<file path="src/rtl/block_readout.sv">
`default_nettype none
// ============================================================================
// Module   : block_readout
// Purpose  : Holds one big-endian result block and drains it word by word as
//            little-endian bus words over a valid/ready interface.
// Revision : 1.0  initial release
// ============================================================================
module block_readout #(
  parameter int WORDS     = 4,
  parameter int WORD_SIZE = 32
) (
  input  logic                       clk,
  input  logic                       rst,
  input  logic [WORDS*WORD_SIZE-1:0] block_in,
  input  logic                       block_valid,
  output logic                       block_ready,
  input  logic                       flush,
  output logic [WORD_SIZE-1:0]       rdata,
  output logic                       rvalid,
  input  logic                       rready,
  output logic                       rlast,
  output logic                       busy
);

  localparam int c_WORD_BYTES = WORD_SIZE / 8;
  localparam int c_IDX_W      = (WORDS > 1) ? $clog2(WORDS) : 1;
  localparam logic [c_IDX_W-1:0] c_LAST_IDX = c_IDX_W'(WORDS - 1);

  typedef enum logic [0:0] {
    ST_EMPTY = 1'b0,
    ST_DRAIN = 1'b1
  } state_t;

  state_t                     r_state;
  state_t                     w_state_nxt;
  logic [c_IDX_W-1:0]         r_idx;
  logic [c_IDX_W-1:0]         w_idx_nxt;
  logic [WORDS*WORD_SIZE-1:0] r_buf;
  logic [WORD_SIZE-1:0]       w_word;
  logic                       w_last;
  logic                       w_capture;

  assign w_last    = (r_idx == c_LAST_IDX);
  assign w_capture = block_valid & block_ready;

  // A new block may enter in the same cycle the final word leaves, so the
  // stream continues without a bubble.
  assign block_ready = ~flush & ((r_state == ST_EMPTY) |
                                 ((r_state == ST_DRAIN) & w_last & rready));
  assign rvalid = (r_state == ST_DRAIN);
  assign busy   = (r_state == ST_DRAIN);
  assign rlast  = (r_state == ST_DRAIN) & w_last;

  always_comb begin
    w_state_nxt = r_state;
    w_idx_nxt   = r_idx;
    if (flush) begin
      w_state_nxt = ST_EMPTY;
      w_idx_nxt   = '0;
    end else if (w_capture) begin
      w_state_nxt = ST_DRAIN;
      w_idx_nxt   = '0;
    end else if ((r_state == ST_DRAIN) && rready) begin
      if (w_last) begin
        w_state_nxt = ST_EMPTY;
        w_idx_nxt   = '0;
      end else begin
        w_idx_nxt = r_idx + c_IDX_W'(1);
      end
    end
  end

  always_ff @(posedge clk or negedge rst) begin
    if (!rst) begin
      r_state <= ST_EMPTY;
      r_idx   <= '0;
      r_buf   <= '0;
    end else begin
      r_state <= w_state_nxt;
      r_idx   <= w_idx_nxt;
      if (w_capture) begin
        r_buf <= block_in;
      end
    end
  end

  // Output word k is buffer word WORDS-1-k with its bytes reversed.
  always_comb begin
    w_word = '0;
    for (int w = 0; w < WORDS; w++) begin
      if (r_idx == c_IDX_W'(w)) begin
        w_word = r_buf[(WORDS-1-w)*WORD_SIZE +: WORD_SIZE];
      end
    end
  end

  always_comb begin
    rdata = '0;
    if (r_state == ST_DRAIN) begin
      for (int b = 0; b < c_WORD_BYTES; b++) begin
        rdata[b*8 +: 8] = w_word[(c_WORD_BYTES-1-b)*8 +: 8];
      end
    end
  end

endmodule
`default_nettype wire

</file>
<file path="config.mk">
export PLATFORM = sky130hd
export DESIGN_NAME = block_readout
export DESIGN_NICKNAME = d
export VERILOG_FILES = /design/src/rtl/block_readout.sv
export SDC_FILE = /design/constraint.sdc
export NUM_CORES = 1
export LEC_CHECK = 0
export CAP_MARGIN = 25
export CORE_MARGIN = 1
export CORE_UTILIZATION = 49
export CTS_BUF_LIST = sky130_fd_sc_hd__clkbuf_16
export DETAILED_ROUTE_END_ITERATION = 12
export PLACE_DENSITY = 0.8
export SLEW_MARGIN = 25
export SYNTH_ARGS = -nofsm -noshare
export SYNTH_HDL_FRONTEND = slang
export SYNTH_SLANG_ARGS = --single-unit
</file>
<file path="constraint.sdc">
create_clock -name clk -period 2.2 [get_ports clk]
set_input_delay 0.44 -clock clk [delete_from_list [all_inputs] [get_ports clk]]
set_output_delay 0.44 -clock clk [all_outputs]
set_load 0.05 [all_outputs]
</file>
==> results of run 1 <==
registers in the layout, summed over array words and instances (netlist names):
name / count
busy: 1
r_buf: 128
r_idx: 2
cell type report:
type / instances / area (sq um) / area share
Inverter: 3 / 11.3 / 0.00118
Timing Repair Buffer: 210 / 2240 / 0.235
Multi-Input combinational cell: 277 / 3190 / 0.334
Clock inverter: 14 / 170 / 0.0178
Sequential cell: 131 / 3280 / 0.344
Clock buffer: 17 / 425 / 0.0446
Tap cell: 172 / 215 / 0.0226
layer usage:
layer	part of all wire	up-vias	GRT usage	wire length, um
met1	0.41	2323	0.333	7220
met5	0	-	0	0
met2	0.50	187	0.464	8820
met4	0.023	0	0.124	406
met3	0.063	40	0.0711	1100
li1	-	2019	-	-
kinds of logic after synthesis:
group           count (synthesis)  synth area share
flops                         131             0.510
mux                           129             0.296
compound gates                 99            0.0991
simple gates                   45            0.0306
buf+inv                        39            0.0561
fa+ha+maj                       4           0.00779
worst max-delay path: stages (launching register included):
cell,delay [ps]
sky130_fd_sc_hd__dfrtp_1,420
sky130_fd_sc_hd__buf_6,140
sky130_fd_sc_hd__ha_4,180
sky130_fd_sc_hd__nor2b_4,230
sky130_fd_sc_hd__buf_6,210
sky130_fd_sc_hd__a221oi_2,90
sky130_fd_sc_hd__o21ai_2,200
sky130_fd_sc_hd__buf_6,180
cell usage after synthesis, drive strengths merged:
cell,number
nand2,33
ha,4
mux2i,1
clkbuf,20
inv,3
a32oi,1
dfrtp,131
a2111oi,1
nor2,6
a221oi,32
o21ai,64
nor3b,1
and2,1
a21boi,1
buf,16
mux2,128
nor2b,4
worst min path at each step:
stage / slack (ps) / endpoint
after floorplan: 140 / busy$_DFFE_PN0P_
after global placement: 420 / r_buf[59]$_DFFE_PN0P_
after detailed placement: 430 / r_buf[27]$_DFFE_PN0P_
after CTS: 500 / r_buf[102]$_DFFE_PN0P_
after global routing: 510 / r_buf[41]$_DFFE_PN0P_
final: 510 / r_buf[41]$_DFFE_PN0P_
what timing repair did:
action / in CTS / in global routing
pin swaps: 8 / 5
gates resized for setup: 82 / 18
hold buffers: 1 / 0
setup buffers: 6 / 2
endpoints found under the hold margin: 28 / 0
gates cloned: 3 / 0
setup endpoints to repair: 34 / 34
placed cells by master (no fill, tap or decap), types with 13 or more instances in the layout:
| master | count |
|---|---|
| sky130_fd_sc_hd__o21ai_2 | 32 |
| sky130_fd_sc_hd__nand2_1 | 33 |
| sky130_fd_sc_hd__o21ai_0 | 27 |
| sky130_fd_sc_hd__buf_12 | 13 |
| sky130_fd_sc_hd__dfrtp_1 | 130 |
| sky130_fd_sc_hd__buf_6 | 36 |
| sky130_fd_sc_hd__mux2_4 | 120 |
| sky130_fd_sc_hd__clkdlybuf4s50_1 | 133 |
| sky130_fd_sc_hd__clkbuf_16 | 17 |
| sky130_fd_sc_hd__buf_4 | 24 |
| sky130_fd_sc_hd__a221oi_2 | 29 |
power by group through the flow:
| stage | Sequential (uW) | Clock, uW | Combinational [uW] |
|---|---|---|---|
| floorplan | 3090 | 0 | 1290 |
| global placement | 3160 | 0 | 1800 |
| detailed placement | 3180 | 0 | 1850 |
| CTS | 3200 | 2920 | 2080 |
| global route | 3260 | 3020 | 2180 |
| finish | 3220 | 2890 | 2060 |
metrics by stage:
| stage | setup slack, ps | power, uW |
|---|---|---|
| finish | -306 | 8170 |
| global route | -371 | 8460 |
| CTS | -283 | 8190 |
| detailed placement | -25.6 | 5030 |
| global placement | 24.1 | 4960 |
| floorplan | -60.2 | 4370 |
==> flow_metrics.env, run 1 <==
export IMPL_min_delay_path_class="register to register"
export IMPL_cts_htree_levels=4
export IMPL_timing_hold_violations_final=0
export IMPL_cts_tree="yes"
export IMPL_grt_pass1_wl_um=27500
export IMPL_numPortBuffers=168
export IMPL_clk_insertion_delay_late_ps=420
export IMPL_post_place_cells=784
export IMPL_finalWorstSetupSlack_ps=-306
export IMPL_layout_worst_path_cycle_share=1.14
export IMPL_ir_worst_vdd_mv=0.567
export IMPL_synth_avg_cell_area_sq_um=14.4
export IMPL_startpoint="r_idx[0]$_DFFE_PN0P_"
export IMPL_hp_start="r_buf[41]$_DFFE_PN0P_"
export IMPL_violations="negative setup slack"
export IMPL_final_hold_worst_slack_ps=505
export IMPL_ys_warnings=0
export IMPL_power_net_switching_uw=2210
export IMPL_rr_worst_depth=8
export IMPL_nFillCells=783
export IMPL_die_y_um=116
export IMPL_cp_max_fo=7
export IMPL_timing_slew_headroom=0.672
export IMPL_drive_above_1_share=0.469
export IMPL_dpl_cell_area_sq_um=8410
export IMPL_power_per_cell_area_nw_per_um2=857
export IMPL_grt_start_max_net_pins=41
export IMPL_power_share_combinational=0.252
export IMPL_detailroute_via_count=4569
export IMPL_route_detailed_drc=0
export IMPL_area_share_of_the_leading_cell_type_in_the_synthesized_netlist=0.510
export IMPL_final_area_sq_um=9540
export IMPL_synth_seq_cells=131
export IMPL_clock_tree_buffer_depth=2
export IMPL_die_area_sq_um=13600
export IMPL_critical_path_class="register to primary output"
export IMPL_cts_buffers_inserted=17
export IMPL_regToRegSetupSlack_ps=60
export IMPL_crit_path_start_kind="register"
export IMPL_drt_total_wl_um=17500
export IMPL_routed_wire_per_std_cell_um=21.3
export IMPL_netlist_top_cells_area="sky130_fd_sc_hd__dfrtp_1, sky130_fd_sc_hd__mux2_4, sky130_fd_sc_hd__o21ai_0, sky130_fd_sc_hd__a221oi_1, sky130_fd_sc_hd__buf_12"
export IMPL_first_global_vias=5137
export IMPL_slew_violations=0
export IMPL_detail_route_iter0_violations=244
export IMPL_p_int_uw=5960
export IMPL_hold_path_cell_count=1
export IMPL_initial_core_util=0.505
export IMPL_fp_coreArea_sq_um=12700
export IMPL_required_ps=1760
export IMPL_clock_skew_ps=8.09
export IMPL_synthesized_netlist_net_count=584
export IMPL_endpoint_arrival_time_on_the_critical_path_ps=2070
export IMPL_clk_root_buffer_cell="sky130_fd_sc_hd__clkbuf_16"
export IMPL_area_growth_syn_to_layout_pct=48.4
export IMPL_fp_dieW_um=116
export IMPL_fin_crit_period_ps=2510
export IMPL_switching_share=0.271
export IMPL_drt_pre_antenna_iters=5
export IMPL_p_clk_frac=0.354
export IMPL_fmaxAchievable_mhz=399
export IMPL_viasPerCell=5.54
export IMPL_rows=41
export IMPL_clock_sinks=131
export IMPL_setup_repair_after_global_routing_missed_its_margin="true"
export IMPL_finalSetupViolCount=33
export IMPL_post_synth_inst_count=447
export IMPL_actual_slew_at_the_worst_max_slew_pin_ps=491
export IMPL_n_antenna_cell=0
export IMPL_fin_util=0.750
export IMPL_finalWeightedCongestion=0.816
export IMPL_boundary_pins=169
export IMPL_grt_ovfl_total=0
export IMPL_worstSetupEndpoint="rdata[16]"
export IMPL_pleak_uw=0.00411
export IMPL_grt_usage=0.276
export IMPL_final_nets=777
export IMPL_antenna_violating_nets_post_route=0
export IMPL_synth_cell_area_sq_um=6420
export IMPL_most_area_hungry_cell_type_in_the_yosys_netlist="sky130_fd_sc_hd__dfrtp_1"
export IMPL_synth_distinct_cells=23
export IMPL_fin_setup_tns_ps=-7640
export IMPL_run_status="finished, violations left"
export IMPL_cap_viol_max_count=0
export IMPL_cell_count_final_fillers_out=824
export IMPL_r2r_start="r_idx[0]$_DFFE_PN0P_"
export IMPL_clk_pin_slew_worst_paths_ps=60
export IMPL_share_seq_of_total_power=0.394
export IMPL_grt_antenna_before_repair=0
export IMPL_synth_sequential_area_ratio=0.510
export IMPL_dp_hpwl_um=11200
export IMPL_worst_r2r_endpoint="r_buf[86]$_DFFE_PN0P_"
export IMPL_critical_path_endpoint_type="primary output"
No activity file was read; power rests on OpenSTA's default activity.
==> run 2, diff against run 1 <==
Clock period 2.2 ns to 2.4 ns, I/O delays scaled along.
==> flow_metrics.env, run 2 (synthesis results as in run 1) <==
export IMPL_cp_slowest_cell="sky130_fd_sc_hd__dfrtp_1"
export IMPL_die_area_sq_um=13600
export IMPL_drt_total_wl_um=20100
export IMPL_p_clk_frac=0.336
export IMPL_cts_htree_levels=4
export IMPL_power_share_combinational=0.274
export IMPL_number_of_flip_flops_under_the_largest_register_name=128
export IMPL_p_int_uw=5550
export IMPL_cpLargestDelayFamily="buffers and inverters"
export IMPL_clock_tree_buffer_depth=2
export IMPL_largest_register="r_buf"
export IMPL_run_status="finished, violations left"
export IMPL_fin_crit_period_ps=2630
export IMPL_detail_route_iter0_violations=392
export IMPL_worst_path_stages=9
export IMPL_grt_pass1_wl_um=29600
export IMPL_drt_pre_antenna_iters=4
export IMPL_numPortBuffers=168
export IMPL_fin_util=0.793
export IMPL_area_growth_syn_to_layout_pct=57.1
export IMPL_boundary_pins=169
export IMPL_dpl_cell_area_sq_um=8360
export IMPL_clk_pin_slew_worst_paths_ps=60
export IMPL_ir_worst_vdd_mv=0.525
export IMPL_grt_ovfl_total=0
export IMPL_worst_path_most_repeated_cell="sky130_fd_sc_hd__buf_12"
export IMPL_r2r_start="r_idx[0]$_DFFE_PN0P_"
export IMPL_worst_r2r_endpoint="r_buf[73]$_DFFE_PN0P_"
export IMPL_grt_antenna_before_repair=2
export IMPL_viasPerCell=5.68
export IMPL_final_area_sq_um=10100
export IMPL_nFillCells=699
export IMPL_cap_viol_max_count=0
export IMPL_worstPathCellList="inv_2 -> ha_4 -> nor2b_4 -> buf_12 -> buf_12 -> buf_16 -> a221oi_4 -> o21ai_2 -> buf_6"
export IMPL_grt_start_max_net_pins=132
export IMPL_final_common_cell="sky130_fd_sc_hd__clkdlybuf4s50_1"
export IMPL_clk_insertion_delay_late_ps=420
export IMPL_actual_slew_at_the_worst_max_slew_pin_ps=733
export IMPL_clock_skew_ps=7.46
export IMPL_first_global_vias=5266
export IMPL_finalWeightedCongestion=0.821
export IMPL_critical_path_class="register to primary output"
export IMPL_pleak_uw=0.00426
export IMPL_layout_cells_most_common_list="sky130_fd_sc_hd__clkdlybuf4s50_1, sky130_fd_sc_hd__dfrtp_1, sky130_fd_sc_hd__mux2_4"
export IMPL_violations="negative setup slack"
export IMPL_route_detailed_drc=0
export IMPL_timing_hold_violations_final=0
export IMPL_initial_core_util=0.505
export IMPL_finalSetupViolCount=32
export IMPL_fp_coreArea_sq_um=12700
export IMPL_cp_max_fo=5
export IMPL_power_per_cell_area_nw_per_um2=773
export IMPL_startpoint="r_idx[1]$_DFFE_PN0P_"
export IMPL_cts_tree="yes"
export IMPL_regToRegSetupSlack_ps=390
export IMPL_layout_worst_path_cycle_share=1.10
export IMPL_critical_path_max_stage_delay_ps=420
export IMPL_cts_buffers_inserted=17
export IMPL_power_net_switching_uw=2260
export IMPL_setup_repair_after_global_routing_missed_its_margin="true"
export IMPL_ctsHoldBuffers=0
export IMPL_drive_above_1_share=0.480
export IMPL_switching_share=0.289
export IMPL_die_y_um=116
export IMPL_required_ps=1920
export IMPL_grt_usage=0.304
export IMPL_critical_path_endpoint_type="primary output"
export IMPL_dp_hpwl_um=10700
export IMPL_endpoint_arrival_time_on_the_critical_path_ps=2150
export IMPL_routed_wire_per_std_cell_um=24.2
export IMPL_fin_setup_tns_ps=-4240
export IMPL_timing_critical_path_buf_inv=5
export IMPL_fp_dieW_um=116
export IMPL_detailroute_via_count=4735
export IMPL_slew_violations=0
export IMPL_crit_path_start_kind="register"
export IMPL_finalWorstSetupSlack_ps=-232
export IMPL_clock_sinks=131
export IMPL_rr_worst_depth=6
export IMPL_timing_slew_headroom=0.511
export IMPL_final_nets=783
export IMPL_fmaxAchievable_mhz=380
export IMPL_clk_root_buffer_cell="sky130_fd_sc_hd__clkbuf_16"
export IMPL_rows=41
export IMPL_share_seq_of_total_power=0.389
export IMPL_antenna_violating_nets_post_route=0
export IMPL_min_delay_path_class="primary input to async pin"
==> run 2: worst register-to-register path, delay by kind of cell, from the launching register on <==
kind / cells / cell delay [ps]
buffers and inverters: 2 / 520
flip-flops: 1 / 430
multiplexers: 1 / 320
adder cells (fa/ha/maj): 1 / 280
AND/OR/NAND/NOR: 1 / 240
AO/OA/AOI/OAI: 1 / 90
==> run 2: power groups by stage <==
stage / Sequential [uW] / Clock (uW) / Combinational [uW]
floorplan: 2830 / 0 / 1180
global placement: 2890 / 0 / 1650
detailed placement: 2910 / 0 / 1700
CTS: 2970 / 2630 / 2020
global route: 3070 / 2760 / 2250
finish: 3040 / 2630 / 2140
==> run 2: timing repair <==
| item | 4_1_cts | 5_1_grt |
|---|---|---|
| pin swaps | 46 | 10 |
| gates cloned | 7 | 1 |
| setup endpoints to repair | 32 | 32 |
| gates resized for setup | 123 | 20 |
| setup buffers | 12 | 8 |
==> run 2: worst max path at each step <==
stage                                  end  slack (ps)
floorplan                        rdata[10]        -160
global placement     r_buf[21]$_DFFE_PN0P_         120
detailed placement  r_buf[113]$_DFFE_PN0P_          30
CTS                               rdata[2]        -160
global route                     rdata[20]        -330
finish                           rdata[20]        -230
==> run 2: layout make-up <==
cell class / instances / area [sq um] / share of cell area
timing repair buffer: 216 / 2530 / 0.251
sequential: 131 / 3280 / 0.325
antenna: 2 / 5.00 / 0.000496
inverter: 3 / 16.3 / 0.00161
tap: 172 / 215 / 0.0213
clock inverter: 15 / 166 / 0.0165
multi-input combinational: 277 / 3450 / 0.342
clock buffer: 17 / 425 / 0.0422
==> run 2: layer usage <==
layer | wire length, um | GRT usage | up-vias
met1 | 7910 | 0.364 | 2445
met2 | 10300 | 0.495 | 209
met3 | 1300 | 0.0934 | 48
li1 | - | - | 2033
met4 | 663 | 0.159 | 0
met5 | 0 | 0 | -
==> run 2: through the flow <==
step | hold WS, ps | std cells | setup slack, ps | total power, uW
after floorplan | 184 | 447 | -158 | 4010
after global placement | 488 | 772 | 122 | 4530
after detailed placement | 492 | 772 | 28.7 | 4610
after CTS | 207 | 822 | -158 | 7630
after global routing | 204 | 833 | -332 | 8070
final | 142 | 833 | -232 | 7800
==> run 3, diff against run 2 <==
Settings changed: CORE_ASPECT_RATIO from default to 1.25.
==> flow_metrics.env, run 3 (synthesis results as in run 1) <==
export IMPL_fin_util=0.778
export IMPL_layout_cells_most_common_list="sky130_fd_sc_hd__clkdlybuf4s50_1, sky130_fd_sc_hd__dfrtp_1, sky130_fd_sc_hd__mux2_4"
export IMPL_power_per_cell_area_nw_per_um2=754
export IMPL_setup_repair_after_global_routing_missed_its_margin="true"
export IMPL_required_ps=1920
export IMPL_clk_pin_slew_worst_paths_ps=60
export IMPL_crit_path_start_kind="register"
export IMPL_grt_ovfl_total=0
export IMPL_fp_dieW_um=104
export IMPL_drt_total_wl_um=19600
export IMPL_numPortBuffers=168
export IMPL_grt_antenna_before_repair=1
export IMPL_drive_above_1_share=0.502
export IMPL_drt_pre_antenna_iters=4
export IMPL_grt_pass1_wl_um=28300
export IMPL_worst_r2r_endpoint="r_buf[104]$_DFFE_PN0P_"
export IMPL_violations="negative setup slack"
export IMPL_initial_core_util=0.505
export IMPL_finalWorstSetupSlack_ps=-149
export IMPL_place_ws_ps=-129
export IMPL_boundary_pins=169
export IMPL_clock_skew_ps=5.59
export IMPL_first_global_vias=5151
export IMPL_cts_htree_levels=4
export IMPL_rr_worst_depth=8
export IMPL_route_detailed_drc=0
export IMPL_grt_usage=0.282
export IMPL_fmaxAchievable_mhz=392
export IMPL_area_growth_syn_to_layout_pct=54.1
export IMPL_ir_worst_vdd_mv=0.474
export IMPL_finalSetupViolCount=32
export IMPL_critical_path_endpoint_type="primary output"
export IMPL_r2r_start="r_idx[0]$_DFFE_PN0P_"
export IMPL_dp_hpwl_um=11000
export IMPL_detailroute_via_count=4663
export IMPL_largest_register="r_buf"
export IMPL_finalWeightedCongestion=0.829
export IMPL_final_common_cell="sky130_fd_sc_hd__clkdlybuf4s50_1"
export IMPL_antenna_violating_nets_post_route=0
export IMPL_worstPathCellList="buf_6 -> ha_4 -> buf_12 -> nor2b_1 -> a221oi_2 -> o21ai_2 -> buf_6"
export IMPL_cp_slowest_cell="sky130_fd_sc_hd__dfrtp_2"
export IMPL_cts_tree="yes"
export IMPL_die_y_um=130
export IMPL_timing_critical_path_buf_inv=3
export IMPL_fp_coreArea_sq_um=12700
export IMPL_clock_sinks=131
export IMPL_number_of_flip_flops_under_the_largest_register_name=128
export IMPL_rows=46
export IMPL_critical_path_max_stage_delay_ps=410
export IMPL_worst_path_most_repeated_cell="sky130_fd_sc_hd__buf_6"
export IMPL_slew_violations=0
export IMPL_fin_crit_period_ps=2550
export IMPL_regToRegSetupSlack_ps=280
export IMPL_viasPerCell=5.66
export IMPL_post_place_cells=768
export IMPL_cpLargestDelayFamily="compound AO/OA/AOI/OAI gates"
export IMPL_detail_route_iter0_violations=211
export IMPL_timing_slew_headroom=0.666
export IMPL_timing_hold_violations_final=0
export IMPL_layout_worst_path_cycle_share=1.06
export IMPL_clk_root_buffer_cell="sky130_fd_sc_hd__clkbuf_16"
export IMPL_nFillCells=705
export IMPL_cp_max_fo=8
export IMPL_grt_start_max_net_pins=52
export IMPL_cap_viol_max_count=0
export IMPL_run_status="finished, violations left"
export IMPL_critical_path_class="register to primary output"
export IMPL_cell_count_final_fillers_out=824
export IMPL_clk_insertion_delay_late_ps=420
export IMPL_clock_tree_buffer_depth=2
export IMPL_endpoint_arrival_time_on_the_critical_path_ps=2070
export IMPL_pleak_uw=0.00420
export IMPL_actual_slew_at_the_worst_max_slew_pin_ps=501
export IMPL_min_delay_path_class="primary input to async pin"
export IMPL_die_area_sq_um=13600
export IMPL_cts_buffers_inserted=17
export IMPL_routed_wire_per_std_cell_um=23.7
export IMPL_final_nets=780
[run 3: routing by layer]
layer / track usage / up-vias / part of all wire
li1: - / 2023 / -
met1: 0.333 / 2417 / 0.39
met2: 0.478 / 176 / 0.52
met3: 0.0584 / 47 / 0.054
met4: 0.169 / 0 / 0.037
met5: 0 / - / 0
[run 3: where the power goes]
group          switching [uW]  total (uW)  internal [uW]  leakage [uW]
sequential                373        3010           2630       0.00155
clock                     934        2410           1480      0.000271
combinational             828        2040           1210       0.00238
[run 3: worst max-delay path by stage]
stage | slack, ps | depth (start not counted) | end | start
after floorplan | -160 | 6 | rdata[10] | r_idx[0]$_DFFE_PN0P_
after global placement | -110 | 6 | rdata[13] | r_idx[0]$_DFFE_PN0P_
after detailed placement | -130 | 6 | rdata[2] | r_idx[0]$_DFFE_PN0P_
after CTS | -60 | 7 | rdata[30] | r_idx[1]$_DFFE_PN0P_
after global routing | -200 | 7 | rdata[30] | r_idx[1]$_DFFE_PN0P_
final | -150 | 7 | rdata[30] | r_idx[0]$_DFFE_PN0P_
[run 3: per-stage QoR]
step	TNS (ps)	hold WS (ps)	cell area, sq um	total power [uW]
floorplan	-158	184	6540	4010
global placement	-2730	449	8280	4520
detailed placement	-2650	461	8280	4580
CTS	-828	13.3	9510	7270
global route	-4690	28.5	9900	7720
finish	-2920	9.54	9900	7460
[run 3: cell type report]
class                      count  area [sq um]  area share
multi-input combinational    278          3460       0.350
sequential                   131          3280       0.331
timing repair buffer         212          2400       0.242
clock buffer                  17           425      0.0430
tap                          168           210      0.0212
clock inverter                13           104      0.0105
inverter                       3          13.8     0.00139
antenna                        2          5.00    0.000506
[run 3: timing repair]
action	in CTS	in global routing
endpoints found under the setup margin	32	32
pin swaps	20	32
resized for setup	142	40
hold endpoints to repair	0	0
buffers inserted	9	7
gates cloned	5	4
hold buffers	0	0
